## src/rtl/l09_updown_counter_if.sv

```systemverilog
// Bus bundle for l09_updown_counter: control/request inputs and registered status outputs.
// The driver of the counter holds the master modport; the counter itself holds the slave modport.
interface l09_updown_counter_if #(
    parameter int WIDTH = 2
);
    logic             clr;
    logic             load;
    logic [WIDTH-1:0] load_val;
    logic             up;
    logic             dn;
    logic [WIDTH-1:0] count;
    logic             wrap_up;
    logic             wrap_dn;
    logic             ovf;

    modport master (
        output clr, load, load_val, up, dn,
        input  count, wrap_up, wrap_dn, ovf
    );

    modport slave (
        input  clr, load, load_val, up, dn,
        output count, wrap_up, wrap_dn, ovf
    );
endinterface

```

## src/rtl/l09_updown_counter.sv

```systemverilog
// Up/down modulo-MODULO counter with clear, clamped load, wrap/saturate ends, and an optional
// rising-edge request mode. Every output comes straight from a flop.
module l09_updown_counter #(
    parameter int WIDTH     = 2,
    parameter int MODULO    = 3,
    parameter int SATURATE  = 0,
    parameter int EDGE_MODE = 0
) (
    input  logic                     clk,
    input  logic                     n_rst,
    l09_updown_counter_if.slave      bus
);
    if (MODULO < 2) begin : g_bad_modulo
        $error("l09_updown_counter: MODULO must be at least 2");
    end
    if ((2 ** WIDTH) < MODULO) begin : g_bad_width
        $error("l09_updown_counter: WIDTH too small for MODULO");
    end

    localparam logic [WIDTH-1:0] MAX_CNT = WIDTH'(MODULO - 1);
    localparam logic [WIDTH-1:0] ONE     = WIDTH'(1);

    logic             up_d;
    logic             dn_d;
    logic             up_q;
    logic             dn_q;
    logic [WIDTH-1:0] count_r;
    logic [WIDTH-1:0] count_nxt;
    logic             wrap_up_r;
    logic             wrap_up_nxt;
    logic             wrap_dn_r;
    logic             wrap_dn_nxt;
    logic             ovf_r;
    logic             ovf_nxt;
    logic [WIDTH-1:0] load_clamped;

    // Edge history runs every cycle, so a request edge swallowed by clr/load is not replayed later.
    always_ff @(posedge clk or negedge n_rst) begin
        if (!n_rst) begin
            up_d <= 1'b0;
            dn_d <= 1'b0;
        end else begin
            up_d <= bus.up;
            dn_d <= bus.dn;
        end
    end

    always_comb begin
        if (EDGE_MODE != 0) begin
            up_q = bus.up & ~up_d;
            dn_q = bus.dn & ~dn_d;
        end else begin
            up_q = bus.up;
            dn_q = bus.dn;
        end
    end

    assign load_clamped = (bus.load_val > MAX_CNT) ? MAX_CNT : bus.load_val;

    always_comb begin
        count_nxt   = count_r;
        wrap_up_nxt = 1'b0;
        wrap_dn_nxt = 1'b0;
        ovf_nxt     = ovf_r;
        if (bus.clr) begin
            count_nxt = '0;
            ovf_nxt   = 1'b0;
        end else if (bus.load) begin
            count_nxt = load_clamped;
        end else if (up_q && !dn_q) begin
            if (count_r >= MAX_CNT) begin
                wrap_up_nxt = 1'b1;
                ovf_nxt     = 1'b1;
                count_nxt   = (SATURATE != 0) ? MAX_CNT : '0;
            end else begin
                count_nxt = count_r + ONE;
            end
        end else if (dn_q && !up_q) begin
            if (count_r == '0) begin
                wrap_dn_nxt = 1'b1;
                ovf_nxt     = 1'b1;
                count_nxt   = (SATURATE != 0) ? '0 : MAX_CNT;
            end else begin
                count_nxt = count_r - ONE;
            end
        end
    end

    always_ff @(posedge clk or negedge n_rst) begin
        if (!n_rst) begin
            count_r   <= '0;
            wrap_up_r <= 1'b0;
            wrap_dn_r <= 1'b0;
            ovf_r     <= 1'b0;
        end else begin
            count_r   <= count_nxt;
            wrap_up_r <= wrap_up_nxt;
            wrap_dn_r <= wrap_dn_nxt;
            ovf_r     <= ovf_nxt;
        end
    end

    assign bus.count   = count_r;
    assign bus.wrap_up = wrap_up_r;
    assign bus.wrap_dn = wrap_dn_r;
    assign bus.ovf     = ovf_r;
endmodule

```

## src/flat_wrapper.sv

```systemverilog
// flat-port wrapper written by rule: the top's interface ports become plain ports
module l09_updown_counter_flat 
#(
    parameter int WIDTH     = 2,
    parameter int MODULO    = 3,
    parameter int SATURATE  = 0,
    parameter int EDGE_MODE = 0
)
  (clk, n_rst, bus_clr, bus_load, bus_load_val, bus_up, bus_dn, bus_count, bus_wrap_up, bus_wrap_dn, bus_ovf);
  l09_updown_counter_if #(.WIDTH(WIDTH)) bus_i ();
  input  logic clk;
  input  logic n_rst;
  input wire logic [$bits(bus_i.clr)-1:0] bus_clr;
  input wire logic [$bits(bus_i.load)-1:0] bus_load;
  input wire logic [$bits(bus_i.load_val)-1:0] bus_load_val;
  input wire logic [$bits(bus_i.up)-1:0] bus_up;
  input wire logic [$bits(bus_i.dn)-1:0] bus_dn;
  output wire logic [$bits(bus_i.count)-1:0] bus_count;
  output wire logic [$bits(bus_i.wrap_up)-1:0] bus_wrap_up;
  output wire logic [$bits(bus_i.wrap_dn)-1:0] bus_wrap_dn;
  output wire logic [$bits(bus_i.ovf)-1:0] bus_ovf;
  assign bus_i.clr = bus_clr;
  assign bus_i.load = bus_load;
  assign bus_i.load_val = bus_load_val;
  assign bus_i.up = bus_up;
  assign bus_i.dn = bus_dn;
  assign bus_count = bus_i.count;
  assign bus_wrap_up = bus_i.wrap_up;
  assign bus_wrap_dn = bus_i.wrap_dn;
  assign bus_ovf = bus_i.ovf;
  l09_updown_counter #(.WIDTH(WIDTH), .MODULO(MODULO), .SATURATE(SATURATE), .EDGE_MODE(EDGE_MODE)) u_core (.clk(clk), .n_rst(n_rst), .bus(bus_i));
endmodule
```

## config.mk

```make
export PLATFORM = sky130hd
export DESIGN_NAME = l09_updown_counter_flat
export DESIGN_NICKNAME = d
export VERILOG_FILES = /design/src/rtl/l09_updown_counter_if.sv /design/src/rtl/l09_updown_counter.sv /design/src/flat_wrapper.sv
export SDC_FILE = /design/constraint.sdc
export NUM_CORES = 1
export LEC_CHECK = 0
export CAP_MARGIN = 20
export CORE_AREA = 3 3 40 42
export CTS_CLUSTER_DIAMETER = 100
export DETAILED_ROUTE_END_ITERATION = 12
export DIE_AREA = 0 0 43 45
export GPL_TIMING_DRIVEN = 0
export PLACE_DENSITY_LB_ADDON = 0.2
export SETUP_SLACK_MARGIN = 0.5
export SYNTH_ARGS = -nofsm -noshare
export SYNTH_HDL_FRONTEND = slang
export SYNTH_SLANG_ARGS = --single-unit
```

## constraint.sdc

```tcl
create_clock -name clk -period 2.6 [get_ports clk]
set_input_delay 0.26 -clock clk [delete_from_list [all_inputs] [get_ports clk]]
set_output_delay 0.26 -clock clk [all_outputs]
set_load 0.005 [all_outputs]
```

==> results.sh <==
export IMPL_path_clk_slew_ps=40
export IMPL_syn_to_final_growth_pct=46.5
export IMPL_peakVddDrop_v=0.000170
export IMPL_drt_iter0_drc=9
export IMPL_status="complete, no violations"
export IMPL_cp_top_family="buffers and inverters"
export IMPL_cts_resized_gates=0
export IMPL_crit_buf_inv=1
export IMPL_grt_start_max_net_pins=7
export IMPL_cp_end_kind="output pin"
export IMPL_pin_count=13
export IMPL_post_drt_wl_per_cell_um=10.7
export IMPL_cts_setup_buffers=0
export IMPL_fin_tns_setup_ps=0
export IMPL_fp_coreArea_sq_um=1280
export IMPL_yosysTopAreaCell="dfrtp_1"
export IMPL_overflow=0
export IMPL_setup_violations=0
export IMPL_critPathSlowestCell="clkdlybuf4s50_1"
export IMPL_min_period_over_period_pct=57.5
export IMPL_vias_per_cell=4.63
export IMPL_die_area_sq_um=1940
export IMPL_fmax_mhz=669
export IMPL_worstPathRequired_ps=2340
export IMPL_crit_fanout=6
export IMPL_final_cells=67
export IMPL_maxCapViolCount=0
export IMPL_place_inst=63
export IMPL_hp_class="input port to asynchronous set/reset pin"
export IMPL_numCtsBuffers=3
export IMPL_syn_inst=36
export IMPL_synthesis_area_sq_um=355
export IMPL_first_pass_iters=3
export IMPL_synth_top_area_share_pct=35.2
export IMPL_clk_path_buf_depth=2
export IMPL_reg2reg_from="u_core.bus.count[0]"
export IMPL_p_leak_nw=0.244
export IMPL_place_ws_ps=938
export IMPL_vias=310
export IMPL_final_antenna_net_count=0
export IMPL_ys_types=14
export IMPL_layout_nets=68
export IMPL_cts_tree="built"
export IMPL_routed_wl_um=717
export IMPL_syn_nets=51
export IMPL_synth_seq_cells=5
export IMPL_yosysSeqAreaShare_pct=35.2
export IMPL_r2r_worst_path_cells=5
export IMPL_initial_core_util_pct=27.7
export IMPL_drc=0
export IMPL_reg2reg_to="u_core.bus.ovf"
export IMPL_antenna_found_initial=0
export IMPL_dp_hpwl_um=589
export IMPL_gp_congestion=0.689
export IMPL_grt_util_all_layers_pct=9.43
export IMPL_crit_path_start_kind="flop"
export IMPL_htree_levels=1
export IMPL_setup_ws_ps=1100
export IMPL_whs_ps=239
export IMPL_critical_path_class="flop to output pin"
export IMPL_die_x_um=43
export IMPL_maxSlewHeadroom_pct=80.6
export IMPL_rsz0062_at_grt="no"
export IMPL_cts_hold_buf=0
export IMPL_drive_above_1_share_pct=11.5
export IMPL_syn_area_per_cell_sq_um=9.87
export IMPL_critPathArrivalTime_ps=1240
export IMPL_finalHoldViolations=0
export IMPL_layout_min_cycle_time_ps=1500
export IMPL_fin_skew_ps=1.96
export IMPL_rows=13
export IMPL_grt_pass1_wl_um=1270
export IMPL_maxSlewViolCount=0
export IMPL_grt_pass1_vias=304
export IMPL_clk_latency_ps=240
export IMPL_cp_cell_sequence="clkdlybuf4s50_1"
export IMPL_critPathMaxStageDelay_ps=550
export IMPL_cts_sinks=5
export IMPL_power_density_nw_per_um2=449
export IMPL_startpoint="u_core.bus.count[1]"
export IMPL_die_y_um=45
export IMPL_worstMarginPinSlew_ps=290
export IMPL_rrSetupSlack_ps=1260
export IMPL_synth_area_leaders="dfrtp_1 (35%), ha_1 (25%), inv_1 (5.3%)"
export IMPL_num_antenna_cells=0
export IMPL_cts_root_buf="clkbuf_4"
export IMPL_yosysWarnings=0
export IMPL_portBuffers=12
cell usage in the layout, fill, tap and decap left out:
cell type	netlist	routed
ha_1	7	7
a2111oi_2	1	1
inv_1	5	5
o21ba_1	1	1
nor2_2	2	2
clkdlybuf4s50_1	0	12
and4b_1	1	1
o21ai_0	3	3
o22ai_1	1	1
clkbuf_1	0	1
nand4bb_1	1	1
nand2_1	2	2
nor2_1	4	4
a211oi_1	2	2
dfrtp_1	5	5
nor2b_1	1	1
clkbuf_4	0	3
state kept, by name, summed over array words and instances, names as in the netlist:
register / cells
u_core.bus.wrap_up: 1
u_core.bus.count: 2
u_core.bus.ovf: 1
u_core.bus.wrap_dn: 1
where the power goes:
group / total (W) / leakage (nW) / internal [W] / switching [W]
combinational: 0.0000578 / 0.162 / 0.0000319 / 0.0000259
clock: 0.0000886 / 0.0150 / 0.0000579 / 0.0000306
sequential: 0.0000875 / 0.0675 / 0.0000826 / 0.00000492
total: 0.000234 / 0.244 / 0.000172 / 0.0000614
routing by layer:
| metal | part of all wire [%] | routed length (um) | vias to the layer above | track usage [%] |
|---|---|---|---|---|
| met4 | 0 | 0 | 0 | 5.42 |
| met1 | 45 | 324 | 143 | 10.9 |
| met2 | 46 | 330 | 13 | 12.9 |
| met3 | 8.6 | 62 | 0 | 6.37 |
| li1 | - | - | 154 | - |
| met5 | 0 | 0 | - | 0 |
area by class of cell:
cell class / count / area [sq um]
fillers: 143 / 764
well taps: 15 / 18.8
repair buffers: 12 / 120
flip-flops and latches: 5 / 125
clock buffers: 4 / 26.3
inverters: 5 / 18.8
multi-input cells: 26 / 211
kinds of logic (layout without fill, tap and decap cells):
| kind of cell | count (synthesis) | count (layout) | synth area share, % |
|---|---|---|---|
| adders and majority gates | 7 | 7 | 24.6 |
| DFF | 5 | 5 | 35.2 |
| AOI/OAI and AO/OA | 8 | 8 | 17.3 |
| and+or+nand+nor | 11 | 11 | 17.6 |
| buffers and inverters | 5 | 21 | 5.28 |
Yosys cell counts, drive strengths merged:
cell type and count:
ha 7, nand2 2, o22ai 1, o21ai 3, nor2 6, dfrtp 5, a211oi 2, a2111oi 1
and4b 1, nand4bb 1, inv 5, nor2b 1, o21ba 1
metrics by stage:
step	total power (W)	area [sq um]	util, %
floorplan	0.000117	355	-
global placement	0.000147	494	38.5
detailed placement	0.000147	494	38.5
CTS	0.000239	520	40.5
global route	0.000257	520	40.5
finish	0.000234	520	40.5
worst max-delay path by stage:
stage / slack, ps / endpoint / cells after the start
5_1_grt: 1050 / bus_count[1] / 1
2_1_floorplan: 1370 / u_core.bus.ovf / 5
3_3_place_gp: 940 / u_core.bus.ovf / 6
6_report: 1100 / bus_count[1] / 1
3_5_place_dp: 940 / u_core.bus.ovf / 5
4_1_cts: 1090 / bus_count[1] / 1
(Power assumes the default switching activity.)
